--- src/rtl/mole_spawn_ctrl.sv ---
// Whack-a-target round controller: spawns targets into 4 slots on a fixed cadence,
// times each lit target, scores button hits and ends the round after MAX_MISS misses.
module mole_spawn_ctrl #(
  parameter int SPAWN_INTERVAL = 4,
  parameter int LIFETIME       = 8,
  parameter int MAX_MISS       = 3
) (
  input  logic       dclk,
  input  logic       rst,
  input  logic       start,
  input  logic [1:0] rnd,
  input  logic [3:0] hit,
  output logic [3:0] active,
  output logic [7:0] score,
  output logic [3:0] misses,
  output logic       playing,
  output logic       game_over,
  output logic [1:0] dbg_state
);

  localparam int SW = (SPAWN_INTERVAL > 2) ? $clog2(SPAWN_INTERVAL) : 1;
  localparam int LW = (LIFETIME > 2) ? $clog2(LIFETIME) : 1;
  localparam logic [SW-1:0] SPAWN_RELOAD = SW'(SPAWN_INTERVAL - 1);
  localparam logic [LW-1:0] LIFE_RELOAD  = LW'(LIFETIME - 1);
  localparam logic [4:0]    MISS_LIMIT   = 5'(MAX_MISS);

  localparam logic [1:0] ST_IDLE = 2'd0;
  localparam logic [1:0] ST_PLAY = 2'd1;
  localparam logic [1:0] ST_OVER = 2'd2;

  logic [1:0]    r_state;
  logic [SW-1:0] r_spawn_cnt;
  logic [LW-1:0] r_life [4];
  logic [3:0]    r_active;
  logic [7:0]    r_score;
  logic [3:0]    r_misses;

  logic [3:0]        w_life_zero;
  logic [3:0]        w_good;
  logic [3:0]        w_wrong;
  logic [3:0]        w_expire;
  logic [3:0]        w_keep;
  logic              w_spawn_due;
  logic [3:0]        w_spawn;
  logic signed [9:0] w_score_sum;
  logic [7:0]        w_score_next;
  logic [4:0]        w_miss_sum;
  logic              w_round_end;

  function automatic logic [2:0] popcount4(input logic [3:0] v);
    popcount4 = {2'b00, v[0]} + {2'b00, v[1]} + {2'b00, v[2]} + {2'b00, v[3]};
  endfunction

  // First free slot walking upward from base, wrapping mod 4; zero if none free.
  function automatic logic [3:0] probe_pick(input logic [3:0] free, input logic [1:0] base);
    logic [1:0] idx;
    logic       found;
    probe_pick = 4'b0000;
    found      = 1'b0;
    for (int k = 0; k < 4; k++) begin
      idx = base + 2'(k);
      if (!found && free[idx]) begin
        probe_pick[idx] = 1'b1;
        found           = 1'b1;
      end
    end
  endfunction

  always_comb begin
    w_life_zero = 4'b0000;
    for (int i = 0; i < 4; i++) begin
      w_life_zero[i] = (r_life[i] == '0);
    end
  end

  // A hit on the expiry edge wins over the miss.
  assign w_good      = r_active & hit;
  assign w_wrong     = ~r_active & hit;
  assign w_expire    = r_active & ~hit & w_life_zero;
  assign w_keep      = r_active & ~(w_good | w_expire);
  assign w_spawn_due = (r_spawn_cnt == '0);
  assign w_spawn     = w_spawn_due ? probe_pick(~r_active, rnd) : 4'b0000;

  assign w_score_sum = $signed({2'b00, r_score})
                     + $signed({7'b0000000, popcount4(w_good)})
                     - $signed({7'b0000000, popcount4(w_wrong)});

  always_comb begin
    w_score_next = w_score_sum[7:0];
    if (w_score_sum < 10'sd0) begin
      w_score_next = 8'd0;
    end else if (w_score_sum > 10'sd255) begin
      w_score_next = 8'd255;
    end
  end

  assign w_miss_sum  = {1'b0, r_misses} + {2'b00, popcount4(w_expire)};
  assign w_round_end = (w_miss_sum >= MISS_LIMIT);

  always_ff @(posedge dclk or posedge rst) begin
    if (rst) begin
      r_state     <= ST_IDLE;
      r_spawn_cnt <= '0;
      r_active    <= 4'b0000;
      r_score     <= 8'd0;
      r_misses    <= 4'd0;
      for (int i = 0; i < 4; i++) begin
        r_life[i] <= '0;
      end
    end else begin
      case (r_state)
        ST_IDLE, ST_OVER: begin
          if (start) begin
            r_state     <= ST_PLAY;
            r_spawn_cnt <= SPAWN_RELOAD;
            r_active    <= 4'b0000;
            r_score     <= 8'd0;
            r_misses    <= 4'd0;
          end
        end
        ST_PLAY: begin
          r_spawn_cnt <= w_spawn_due ? SPAWN_RELOAD : r_spawn_cnt - SW'(1);
          r_score     <= w_score_next;
          for (int i = 0; i < 4; i++) begin
            if (w_spawn[i]) begin
              r_life[i] <= LIFE_RELOAD;
            end else if (r_active[i] && !w_life_zero[i]) begin
              r_life[i] <= r_life[i] - LW'(1);
            end
          end
          // The final miss discards this cycle's spawn and darkens the board.
          if (w_round_end) begin
            r_state  <= ST_OVER;
            r_active <= 4'b0000;
            r_misses <= MISS_LIMIT[3:0];
          end else begin
            r_active <= w_keep | w_spawn;
            r_misses <= w_miss_sum[3:0];
          end
        end
        default: r_state <= ST_IDLE;
      endcase
    end
  end

  assign active    = r_active;
  assign score     = r_score;
  assign misses    = r_misses;
  assign playing   = (r_state == ST_PLAY);
  assign game_over = (r_state == ST_OVER);
  assign dbg_state = r_state;

endmodule

--- config.mk ---
export PLATFORM = sky130hd
export DESIGN_NAME = mole_spawn_ctrl
export DESIGN_NICKNAME = d
export VERILOG_FILES = /design/src/rtl/mole_spawn_ctrl.sv
export SDC_FILE = /design/constraint.sdc
export NUM_CORES = 1
export LEC_CHECK = 0
export CELL_PAD_IN_SITES_DETAIL_PLACEMENT = 1
export CELL_PAD_IN_SITES_GLOBAL_PLACEMENT = 2
export CORE_MARGIN = 1.5
export CORE_UTILIZATION = 39
export CTS_CLUSTER_DIAMETER = 60
export DETAILED_ROUTE_END_ITERATION = 16
export GPL_ROUTABILITY_DRIVEN = 0
export GPL_TIMING_DRIVEN = 0
export PLACE_DENSITY_LB_ADDON = 0.1
export RECOVER_POWER = 50
export SLEW_MARGIN = 10
export SYNTH_ARGS = -nofsm -noshare
export SYNTH_HDL_FRONTEND = slang
export SYNTH_SLANG_ARGS = --single-unit
--- constraint.sdc ---
create_clock -name dclk -period 6.55 [get_ports dclk]
set_input_delay 0.655 -clock dclk [delete_from_list [all_inputs] [get_ports dclk]]
set_output_delay 0.655 -clock dclk [all_outputs]
set_load 0.02 [all_outputs]
# Word-level counts from Yosys, hierarchy flattened
# Cells that the tools add are included.
# word_totals
regBits	32
in_bits	9
output_inout_bits	20
elab_cells	140
# op_classes
n_addsub	20
order_cmp	11
n_eq_ne	4
mux	47
bitwise	13
reduce_logical	36
# op_table
cell	count
2-to-1 mux 4 bit	8
2-to-1 mux 3 bit	8
2-to-1 mux 8 bit	3
AND 4 bit	5
OR 4 bit	5
case mux 4 bit (2 select lines)	2
case mux 8 bit (2 select lines)	1
zero test 3 bit	4
< comparator 2 x 3 -> 1 bit, second input constant	4
NOT 4 bit	3
AND reduction 2 bit	6
subtractor 3 x 1 -> 3 bit, second input constant	4
logical AND 1 bit	11
2-to-1 mux 1 bit	11
> comparator 10 x 9 -> 1 bit, second input constant	1
< comparator 10 x 1 -> 1 bit, second input constant	1
nonzero test 2 bit	5
subtractor 9 x 3 -> 10 bit	1
adder 2 x 1 -> 3 bit	3
adder 3 x 1 -> 3 bit	3
adder 8 x 3 -> 9 bit	1
binary-select mux 1 bit (select 2 bit)	4
demux 1 bit (select 2 bit)	4
>= comparator 2 x 1 -> 1 bit, second input constant	4
15 further kinds	29

# Logic depth before layout (Yosys ltp)
# depth
depth_word	17
mapped_depth	15
mapped_depth_nobuf	14

# Worst setup path before layout
# OpenSTA, ideal clock, no wires.
# synth_path
kind	input -> register
from	input port hit[2]
to	register r_score[0], in the netlist score[0]
t_arrival_ps	4158
setup_slack_ps	2325
path_stages	14
path_buffers	0
path_cell_list	and2_1 > fa_1 > inv_1 > fa_1 > fa_1 > inv_1 > ha_1 > inv_1 > fa_1 > and2b_1 > o211ai_1 > a211o_4 > a2111oi_4 > a221o_1
# synth_via
elab_chain_cells	9
# synth_lines
element	line	rtl
start, declared	12	input logic [3:0] hit,
AND 4 bit	77	assign w_good = r_active & hit;
adder 2 x 1 -> 3 bit	51	popcount4 = {2'b00, v[0]} + {2'b00, v[1]} + {2'b00, v[2]} + {2'b00, v[3]};
adder 3 x 1 -> 3 bit	51	
adder 8 x 3 -> 9 bit	85	+ $signed({7'b0000000, popcount4(w_good)})
subtractor 9 x 3 -> 10 bit *	86	- $signed({7'b0000000, popcount4(w_wrong)});
> comparator 10 x 9 -> 1 bit	92	end else if (w_score_sum > 10'sd255) begin
2-to-1 mux 8 bit	92	
2-to-1 mux 8 bit *	90	if (w_score_sum < 10'sd0) begin
case mux 8 bit (2 select lines) *	111	case (r_state)
end signal, assigned	123	r_score <= w_score_next;
end, declared	35	logic [7:0] r_score;
# Every way passes the cells marked *; elsewhere a longest branch is shown, timed or not.
# A chain may end at the register's enable or synchronous reset.

# Worst setup path after layout
# layout_path
from	input port hit[0]
to	register r_score[2], in the netlist score[2]
# layout_via
elab_chain_cells	10
# layout_lines
element	line
AND 4 bit	77
adder 1 x 1 -> 2 bit	51
adder 2 x 1 -> 3 bit	51
adder 3 x 1 -> 3 bit	51
adder 8 x 3 -> 9 bit	85
subtractor 9 x 3 -> 10 bit *	86
> comparator 10 x 9 -> 1 bit	92
2-to-1 mux 8 bit	92
2-to-1 mux 8 bit *	90
case mux 8 bit (2 select lines) *	111
# Marked as above.

==> reports/metrics.yaml <==
synthesis:
  synth_warnings: 0
  yosys_most_used_dff: "dfrtp_1"
  ys_seq_area_share_pct: 29.3
  yosys.cell_types.count: 53
  syn-num-nets: 338
  synth_edf_count: 0
  synth_async_sr_flop_share_pct: 100
  synthCells: 290
  synth-seq-cells: 32
  avgSynthCellArea_um2: 9.43
  syn_area_um2: 2740
clock_tree:
  numCtsBuffers: 5
  ctsResizeCount: 0
  clk_latency_ps: 290
  clk_pin_slew_worst_paths_ps: 70
  cts_hold_buf: 0
  cts_tree: "yes"
  root_buffer: "clkbuf_8"
  cts_max_path_buffers: 2
  post_cts_buffers: 0
  clock_sinks: 32
  htree_levels: 2
final_layout:
  drive_above_1_share_pct: 8.00
  fin_area_um2: 3230
  final-seq-area_um2: 801
  mostFrequentLayoutCells: "46 x inv_1, 32 x dfrtp_1, 28 x ha_1, 23 x nand2_1, 18 x clkdlybuf4s50_1"
  fillers: 805
  area_delta_synth_final_pct: 18.2
  final_common_cell: "inv_1"
  nNetsFinal: 373
  multiInputGateArea_um2: 1720
  insertedDiodeCount: 0
placement:
  hpwl_um: 5260
  place_ws_ps: 1300
  port_buffers: 28
  postPlaceCellArea_um2: 3140
run_status:
  status: "finished, final reports clean"
worst_setup_path:
  r2r_setup_slack_ps: 2020
  reg2regPathDepth: 14
  cp_max_fo: 8
  worstPathRequired_ps: 6770
  arrival_ps: 5130
  r2r-start: "active[0]$_DFFE_PP0P_"
  r2r_end: "score[2]$_DFFE_PP0P_"
  critPathKind: "primary input to register"
  setup.worst_path.start_class: "primary input"
  end_kind: "register"
global_route:
  grt.busiest_layer: "met2"
  overflow: 0
  grt_pass1_wl_um: 11500
  antenna_found_initial: 0
  met3_usage_pct: 3.33
  use_met1_pct: 26.0
  met2_usage_pct: 34.6
  grt_max_degree: 33
  grt_usage_pct: 20.1
  grt_pass1_vias: 2322
floorplan:
  core_area_um2: 6790
  rows: 30
  die_x_um: 86.7
  io_pins: 29
  start_util_pct: 40.3
  chipHeight_um: 86.7
  dieArea_um2: 7520
sta:
  fin_ws_ps: 1640
  grt_setup_unrepaired: "false"
  min_period_over_period_pct: 74.9
  setup_viol: 0
  maxSlewHeadroom_pct: 13.0
  fin_crit_ps: 4910
  slew_violations: 0
  skew_ps: 6.77
  max_freq_mhz: 204
  tightest_slew_ps: 1300
  fin_tns_setup_ps: 0
  fin_hold_ws_ps: 523
  final_hold_viol_count: 0
flow_run:
  maxCapViolCount: 0
routing:
  vias: 2177
  via_per_inst: 5.17
  dr.pass1.iters: 4
  wirelength_um: 6790
  drtIter0Drc: 66
  avgRoutedWirePerCell_um: 16.1
  antenna_left: 0
  drcViolationCount: 0
pwr:
  p_total_w: 0.00202
  vdd_ir_drop_max_mv: 0.391
  p_per_area_nw_per_um2: 625
  p_leak_nw: 1.48
worst_hold_path:
  whs_endpoint: "r_life[2]$_DFFE_PP0P_"
  hold_path.class: "register to register"
  min-delay-start: "r_life[2]$_DFFE_PP0P_"
  whs_path_depth: 2
## report_power, final
group	internal, W	total, W	switching [W]
clock network	0.0000936	0.000171	0.0000773
logic	0.000678	0.00146	0.000783
registers	0.000300	0.000386	0.0000860
## per-stage QoR
stage | std cells | util (%)
after global placement | 414 | 46.2
after CTS | 421 | 47.6
after floorplan | 290 | -
final | 421 | 47.6
after detailed placement | 414 | 46.2
after global routing | 421 | 47.6
## critical path, cell delays in order
cell	delay, ps
clkdlybuf4s50_1	500
and2_1	230
fa_1	530
inv_1	50
fa_1	470
fa_1	400
inv_1	70
ha_1	180
inv_1	60
fa_1	400
and2b_1	230
o211ai_1	120
a211o_4	370
a2111oi_4	640
a221o_1	210
## area by class of cell
| cell class | count | area share, % |
|---|---|---|
| Timing Repair Buffer | 28 | 8.67 |
| Sequential cell | 32 | 24.8 |
| Multi-Input combinational cell | 205 | 53.3 |
| Tap cell | 96 | 3.72 |
| Buffer | 6 | 1.08 |
| Clock buffer | 7 | 2.98 |
| Inverter | 47 | 5.46 |
## routing by layer
metal,wire length (µm),vias to the layer above
met5,0,-
met1,3230,1081
met4,88,0
met2,3290,27
met3,177,7
li1,-,1062
## cells by family after synthesis
| kind of cell | synth area share [%] |
|---|---|
| compound gates | 17.2 |
| xor+xnor | 2.88 |
| fa+ha+maj | 20.9 |
| buf+inv | 7.73 |
| flops | 29.3 |
| mux | 4.07 |
| simple gates | 17.9 |
## flip-flops by register name, summed over array words and instances (netlist names)
signal	flops
misses	4
dbg_state	2
r_spawn_cnt	2
active	4
score	8
r_life	12
## cell usage after synthesis (all sizes together) (8+ instances only)
| master | count | area share (%) |
|---|---|---|
| nand3 | 8 | 1.5 |
| a21oi | 14 | 2.6 |
| nor2b | 8 | 1.8 |
| inv | 46 | 6.3 |
| nor2 | 13 | 1.8 |
| nand2 | 23 | 3.2 |
| xnor2 | 9 | 2.9 |
| ha | 28 | 13 |
| dfrtp | 32 | 29 |
| fa | 11 | 8.1 |
| nor3 | 9 | 1.6 |
| a221o | 8 | 2.9 |
| nand2b | 12 | 3.0 |
## how the worst max path moves through the flow
| stage | startpoint | endpoint | slack, ps |
|---|---|---|---|
| 2_1_floorplan | hit[2] | score[0]$_DFFE_PP0P_ | 2320 |
| 3_3_place_gp | hit[2] | score[5]$_DFFE_PP0P_ | 1360 |
| 3_5_place_dp | hit[2] | score[2]$_DFFE_PP0P_ | 1300 |
| 4_1_cts | hit[2] | score[2]$_DFFE_PP0P_ | 1590 |
| 5_1_grt | hit[2] | score[2]$_DFFE_PP0P_ | 1390 |
| 6_report | hit[0] | score[2]$_DFFE_PP0P_ | 1640 |
No activity file was read; power rests on OpenSTA's default activity.
